$ cat src/rtl/fetch_queue_if.sv
// Fetch-queue bundle: redirect input, instruction-memory request/response and decode handshake.
// master = fetch_queue side, slave = pipeline/memory side.
interface fetch_queue_if #(
    parameter int WIDTH = 32
);
    logic             redirect_valid;
    logic [WIDTH-1:0] redirect_pc;
    logic             imem_req_valid;
    logic             imem_req_ready;
    logic [WIDTH-1:0] imem_req_addr;
    logic             imem_resp_valid;
    logic [WIDTH-1:0] imem_resp_data;
    logic             out_valid;
    logic             out_ready;
    logic [WIDTH-1:0] out_instr;
    logic [WIDTH-1:0] out_pc;

    modport master (
        input  redirect_valid, redirect_pc, imem_req_ready, imem_resp_valid,
               imem_resp_data, out_ready,
        output imem_req_valid, imem_req_addr, out_valid, out_instr, out_pc
    );

    modport slave (
        output redirect_valid, redirect_pc, imem_req_ready, imem_resp_valid,
               imem_resp_data, out_ready,
        input  imem_req_valid, imem_req_addr, out_valid, out_instr, out_pc
    );
endinterface

$ cat src/rtl/fetch_queue.sv
// Instruction prefetch queue: owns the fetch PC, issues in-order imem requests, buffers {instr, pc}.
// Optional macro FETCHQ_BYPASS_EN forwards a response filling an empty head straight to decode.
module fetch_queue #(
    parameter int               WIDTH    = 32,
    parameter int               DEPTH    = 4,
    parameter logic [WIDTH-1:0] RESET_PC = '0
) (
    input  logic          clk,
    input  logic          reset,
    fetch_queue_if.master fq
);
    localparam int PTR_W = $clog2(DEPTH);
    localparam int CNT_W = PTR_W + 1;
    localparam logic [CNT_W:0] DEPTH_C = (CNT_W + 1)'(DEPTH);

    logic [WIDTH-1:0] fetch_pc;
    logic [PTR_W-1:0] alloc_ptr, fill_ptr, head_ptr;
    logic [CNT_W-1:0] alloc_cnt, pend_cnt, drop_cnt;
    logic [DEPTH-1:0] filled, filled_nxt;
    logic [WIDTH-1:0] pc_mem    [DEPTH];
    logic [WIDTH-1:0] instr_mem [DEPTH];
    logic             active;

    logic             issue, fill, resp_drop, head_filled, bypass, pop;
    logic [CNT_W:0]   inflight;
    logic [CNT_W-1:0] drop_sum, drop_redir;
    logic [WIDTH-1:0] redir_aligned;

    assign redir_aligned = fq.redirect_pc & ~WIDTH'(3);
    assign inflight      = {1'b0, alloc_cnt} + {1'b0, drop_cnt};

    assign fq.imem_req_valid = active && !fq.redirect_valid && (inflight < DEPTH_C);
    assign fq.imem_req_addr  = fetch_pc;
    assign issue             = fq.imem_req_valid && fq.imem_req_ready;

    assign resp_drop   = fq.imem_resp_valid && (drop_cnt != '0);
    assign fill        = fq.imem_resp_valid && !fq.redirect_valid &&
                         (drop_cnt == '0) && (pend_cnt != '0);
    assign head_filled = filled[head_ptr];

`ifdef FETCHQ_BYPASS_EN
    assign bypass = fill && !head_filled && (fill_ptr == head_ptr);
`else
    assign bypass = 1'b0;
`endif

    assign fq.out_valid = (head_filled || bypass) && !fq.redirect_valid;
    assign pop          = fq.out_valid && fq.out_ready;

    always_comb begin
        fq.out_instr = '0;
        fq.out_pc    = '0;
        if (bypass) begin
            fq.out_instr = fq.imem_resp_data;
            fq.out_pc    = pc_mem[head_ptr];
        end else if (head_filled) begin
            fq.out_instr = instr_mem[head_ptr];
            fq.out_pc    = pc_mem[head_ptr];
        end
    end

    // Every unfilled allocation is still owed a response; a response arriving now settles one of them.
    always_comb begin
        drop_sum   = drop_cnt + pend_cnt;
        drop_redir = drop_sum;
        if (fq.imem_resp_valid && (drop_sum != '0))
            drop_redir = drop_sum - CNT_W'(1);
    end

    // A bypassed-and-popped entry is set then cleared here, so it is never left stored.
    always_comb begin
        filled_nxt = filled;
        if (fill)
            filled_nxt[fill_ptr] = 1'b1;
        if (pop)
            filled_nxt[head_ptr] = 1'b0;
    end

    always_ff @(posedge clk or negedge reset) begin
        if (!reset) begin
            fetch_pc  <= RESET_PC;
            alloc_ptr <= '0;
            fill_ptr  <= '0;
            head_ptr  <= '0;
            alloc_cnt <= '0;
            pend_cnt  <= '0;
            drop_cnt  <= '0;
            filled    <= '0;
            active    <= 1'b0;
        end else if (fq.redirect_valid) begin
            fetch_pc  <= redir_aligned;
            alloc_ptr <= '0;
            fill_ptr  <= '0;
            head_ptr  <= '0;
            alloc_cnt <= '0;
            pend_cnt  <= '0;
            drop_cnt  <= drop_redir;
            filled    <= '0;
            active    <= 1'b1;
        end else begin
            active <= 1'b1;
            if (issue) begin
                alloc_ptr <= alloc_ptr + PTR_W'(1);
                fetch_pc  <= fetch_pc + WIDTH'(4);
            end
            if (fill)
                fill_ptr <= fill_ptr + PTR_W'(1);
            if (resp_drop)
                drop_cnt <= drop_cnt - CNT_W'(1);
            if (pop)
                head_ptr <= head_ptr + PTR_W'(1);
            alloc_cnt <= alloc_cnt + CNT_W'(issue) - CNT_W'(pop);
            pend_cnt  <= pend_cnt + CNT_W'(issue) - CNT_W'(fill);
            filled    <= filled_nxt;
        end
    end

    always_ff @(posedge clk) begin
        if (issue)
            pc_mem[alloc_ptr] <= fetch_pc;
        if (fill)
            instr_mem[fill_ptr] <= fq.imem_resp_data;
    end
endmodule

$ cat src/flat_wrapper.sv
// flat-port wrapper written by rule: the top's interface ports become plain ports
module fetch_queue_flat 
#(
    parameter int               WIDTH    = 32,
    parameter int               DEPTH    = 4,
    parameter logic [WIDTH-1:0] RESET_PC = '0
)
  (clk, reset, fq_redirect_valid, fq_redirect_pc, fq_imem_req_ready, fq_imem_resp_valid, fq_imem_resp_data, fq_out_ready, fq_imem_req_valid, fq_imem_req_addr, fq_out_valid, fq_out_instr, fq_out_pc);
  fetch_queue_if #(.WIDTH(WIDTH)) fq_i ();
  input  logic clk;
  input  logic reset;
  input wire logic [$bits(fq_i.redirect_valid)-1:0] fq_redirect_valid;
  input wire logic [$bits(fq_i.redirect_pc)-1:0] fq_redirect_pc;
  input wire logic [$bits(fq_i.imem_req_ready)-1:0] fq_imem_req_ready;
  input wire logic [$bits(fq_i.imem_resp_valid)-1:0] fq_imem_resp_valid;
  input wire logic [$bits(fq_i.imem_resp_data)-1:0] fq_imem_resp_data;
  input wire logic [$bits(fq_i.out_ready)-1:0] fq_out_ready;
  output wire logic [$bits(fq_i.imem_req_valid)-1:0] fq_imem_req_valid;
  output wire logic [$bits(fq_i.imem_req_addr)-1:0] fq_imem_req_addr;
  output wire logic [$bits(fq_i.out_valid)-1:0] fq_out_valid;
  output wire logic [$bits(fq_i.out_instr)-1:0] fq_out_instr;
  output wire logic [$bits(fq_i.out_pc)-1:0] fq_out_pc;
  assign fq_i.redirect_valid = fq_redirect_valid;
  assign fq_i.redirect_pc = fq_redirect_pc;
  assign fq_i.imem_req_ready = fq_imem_req_ready;
  assign fq_i.imem_resp_valid = fq_imem_resp_valid;
  assign fq_i.imem_resp_data = fq_imem_resp_data;
  assign fq_i.out_ready = fq_out_ready;
  assign fq_imem_req_valid = fq_i.imem_req_valid;
  assign fq_imem_req_addr = fq_i.imem_req_addr;
  assign fq_out_valid = fq_i.out_valid;
  assign fq_out_instr = fq_i.out_instr;
  assign fq_out_pc = fq_i.out_pc;
  fetch_queue #(.WIDTH(WIDTH), .DEPTH(DEPTH), .RESET_PC(RESET_PC)) u_core (.clk(clk), .reset(reset), .fq(fq_i));
endmodule
$ cat config.mk
export PLATFORM = sky130hd
export DESIGN_NAME = fetch_queue_flat
export DESIGN_NICKNAME = d
export VERILOG_FILES = /design/src/rtl/fetch_queue_if.sv /design/src/rtl/fetch_queue.sv /design/src/flat_wrapper.sv
export SDC_FILE = /design/constraint.sdc
export NUM_CORES = 1
export LEC_CHECK = 0
export BUFFER_PORTS_ARGS = -buffer_cell sky130_fd_sc_hd__buf_4
export CAP_MARGIN = 20
export CORE_ASPECT_RATIO = 1.2
export CORE_MARGIN = 2
export CORE_UTILIZATION = 62
export DETAILED_ROUTE_END_ITERATION = 16
export GPL_TIMING_DRIVEN = 0
export PLACE_DENSITY = 0.88
export RECOVER_POWER = 25
export SYNTH_ARGS = -nofsm -noshare
export SYNTH_HDL_FRONTEND = slang
export SYNTH_SLANG_ARGS = --single-unit
$ cat constraint.sdc
create_clock -name clk -period 7.44 [get_ports clk]
set_clock_uncertainty 0.05 [all_clocks]
set_input_delay 1.116 -clock clk [delete_from_list [all_inputs] [get_ports clk]]
set_output_delay 1.116 -clock clk [all_outputs]
set_load 0.01 [all_outputs]
==> metrics.txt <==
DRT iter0 DRCs=679; Area Growth Syn to Fin=19.44%; number of global-route vias before repair=7,539; WP data required=6.27 ns; CTS tree=built; via count=7,510; Setup Fix Bufs, Post-CTS=0; crit end category=primary output; Avg WL per Cell=21.33 um; crit start category=flip-flop; RSZ-0062 raised after global routing=no; Power Density=241.5 mW/mm^2; largest net degree at the start of global routing=51; Total Wirelength=26,390 um; Worst Hold Class=reg -> reg; max_cap viols=0; clock net sink count=298; Pins Over Slew Limit=0; vias per inst=6.071; Die Width=134.0 um; share of layout cells above drive strength 1=29.63%; Period minus WS final=4.112 ns; DRC viols=0; Clock Path Buffers=3; top cell type's share of synthesized area=59.25%; clock-pin slew on the worst setup and hold paths=0.06 ns; routability cong.=0.9062; Post-synth EDFFs=248; Post-DRT Antenna Nets=0; Synth Register Bits=298; fin area=0.01501 mm^2; syn avg cell area=16.60 um^2; GRT Util Overall=24.94%; GRT Residual Overflow=0; Net count, final=1,047; count leader, synth=edfxtp_1; Post-synth top flop=edfxtp_1; Setup Viol. Count Final=0; fin crit share=55.26%; TNS Setup=0 ns; Starting Density=62.72%; CTS buffer count=28; biggest area consumer among synthesized cells=edfxtp_1; list of most frequent post-synthesis cells=edfxtp_1 (248), nor2b_1 (65), mux4_2 (62); Slew headroom=40.47%; area of the multi-input gates=0.003616 mm^2; Crit Path Class=reg -> out; Clock Tree Root=clkbuf_16; detailed placement HPWL=17,370 um; height of the die=160.0 um; H-tree levels=1; # IOs=168; Fillers=1,219; Post-synth ARST share=16.78%; FMAX=0.2432 GHz; CTS resizes=0; Inserted Diodes=0; Rows=57; port buffer count=160; Post-Syn Area=0.01257 mm^2; CP arrival=2.95 ns; Peak VDD IR=0.0002167 V; leakage power=5.397 nW; core area=0.02004 mm^2; clock latency on the worst-skew pair=0.53 ns; Worst-Margin Slew=0.8930 ns; final hold violations=0; Synth cell types=55; Area contributors post-synth=edfxtp_1 (59%), mux4_2 (11%), dfrtp_1 (10%), nor2b_1 (3.2%), ha_1 (2.4%); DRT Pass-1 Iters=6; sequential area share after synthesis=69.20%; Synth Instances=757; worst-path maximum fanout=10; Seq. cell area=0.008698 mm^2; first-pass GRT wire length=40,990 um; Post-DP Area=0.01412 mm^2; initial antenna violation count=0; Hold Buf Count CTS=0; Die ar.=0.02143 mm^2; status=completed; Syn. warnings=0
## state kept, by name, summed over array words and instances, names as in the netlist
| signal | flops |
|---|---|
| u_core.alloc_cnt | 3 |
| u_core.instr_mem | 128 |
| u_core.pend_cnt | 3 |
| u_core.drop_cnt | 3 |
| u_core.pc_mem | 120 |
| u_core.head_ptr | 2 |
| u_core.fill_ptr | 2 |
| u_core.filled | 4 |
| u_core.alloc_ptr | 2 |
| u_core.fq.imem_req_addr | 30 |
| u_core.active | 1 |
## where the power goes
group / internal (mW) / switching (mW) / total [mW]
logic: 0.117 / 0.137 / 0.254
registers: 1.87 / 0.0755 / 1.94
clock network: 0.856 / 0.574 / 1.43
## logic make-up after synthesis
| group | Yosys count | share of synthesized area [%] |
|---|---|---|
| buf+inv | 64 | 2.200 |
| compound gates | 71 | 3.852 |
| fa+ha+maj | 27 | 2.867 |
| mux | 69 | 11.69 |
| other cells | 2 | 0.05975 |
| simple gates | 218 | 9.576 |
| xor+xnor | 8 | 0.5575 |
| flops | 298 | 69.20 |
## metrics by stage
step	instances	worst slack [ns]	utilization [%]	hold slack, ns	total power, mW
3_5_place_dp	1185	3.645	70.48	0.5154	2.226
3_3_place_gp	1185	3.324	70.43	0.5002	2.212
6_report	1237	3.328	74.91	0.5253	3.625
4_1_cts	1237	3.212	75.20	0.5237	3.646
5_1_grt	1237	3.102	74.91	0.5431	3.737
2_1_floorplan	760	4.114	-	0.4650	2.088
## critical path, cell delays in order, from the launching register on
cell and delay (ns):
dfrtp_1 0.42, buf_4 0.25, mux2i_1 0.20, mux2_2 0.18, clkbuf_1 0.57, clkbuf_1 0.47, nor2b_1 0.14, buf_4 0.17
## per-layer routing
layer | wire [um] | track usage, % | up-vias
li1 | - | - | 3323
met5 | 0 | 0 | -
met3 | 1856 | 3.841 | 54
met1 | 10230 | 33.38 | 3737
met4 | 660 | 8.221 | 0
met2 | 13640 | 42.52 | 396
## final timing paths
kind / slack, ns / startpoint / to / cells after the start
min reg2reg: 0.53 / u_core.filled[0] / u_core.filled[0] / 2
min in group asynchronous: 0.55 / reset / u_core.fq.imem_req_addr[3] / 1
max: 3.33 / u_core.head_ptr[1] / fq_out_instr[0] / 7
min: 0.53 / u_core.filled[0] / u_core.filled[0] / 2
max reg2reg: 4.27 / u_core.head_ptr[1] / u_core.alloc_cnt[2] / 11
max in group asynchronous: 6.33 / reset / u_core.head_ptr[1] / 1
## layout by cell type, fill, tap and decap left out, types with 4 or more instances in the layout
| cell | instances |
|---|---|
| nor3_1 | 8 |
| nand2_1 | 43 |
| nor2_1 | 28 |
| buf_4 | 150 |
| clkinv_2 | 5 |
| a211oi_1 | 5 |
| o211ai_1 | 13 |
| inv_1 | 21 |
| dfrtp_1 | 50 |
| clkbuf_1 | 44 |
| and2_2 | 8 |
| mux2i_1 | 5 |
| a21oi_1 | 10 |
| nand3_1 | 28 |
| xnor2_1 | 6 |
| edfxtp_1 | 248 |
| and3_1 | 4 |
| o311ai_0 | 5 |
| nor2b_1 | 65 |
| clkbuf_16 | 31 |
| o21ai_0 | 18 |
| mux4_2 | 62 |
| nand4_1 | 12 |
| ha_1 | 24 |
| buf_2 | 14 |
| conb_1 | 5 |
## area by class of cell
type | count | area share (%)
plain buffers | 42 | 1.292
clock buffers | 43 | 5.667
clock inverters | 9 | 0.6334
inverters | 22 | 0.5500
multi-input cells | 398 | 24.09
flip-flops and latches | 298 | 57.94
well taps | 265 | 2.209
repair buffers | 160 | 7.626
(Power assumes the default switching activity.)
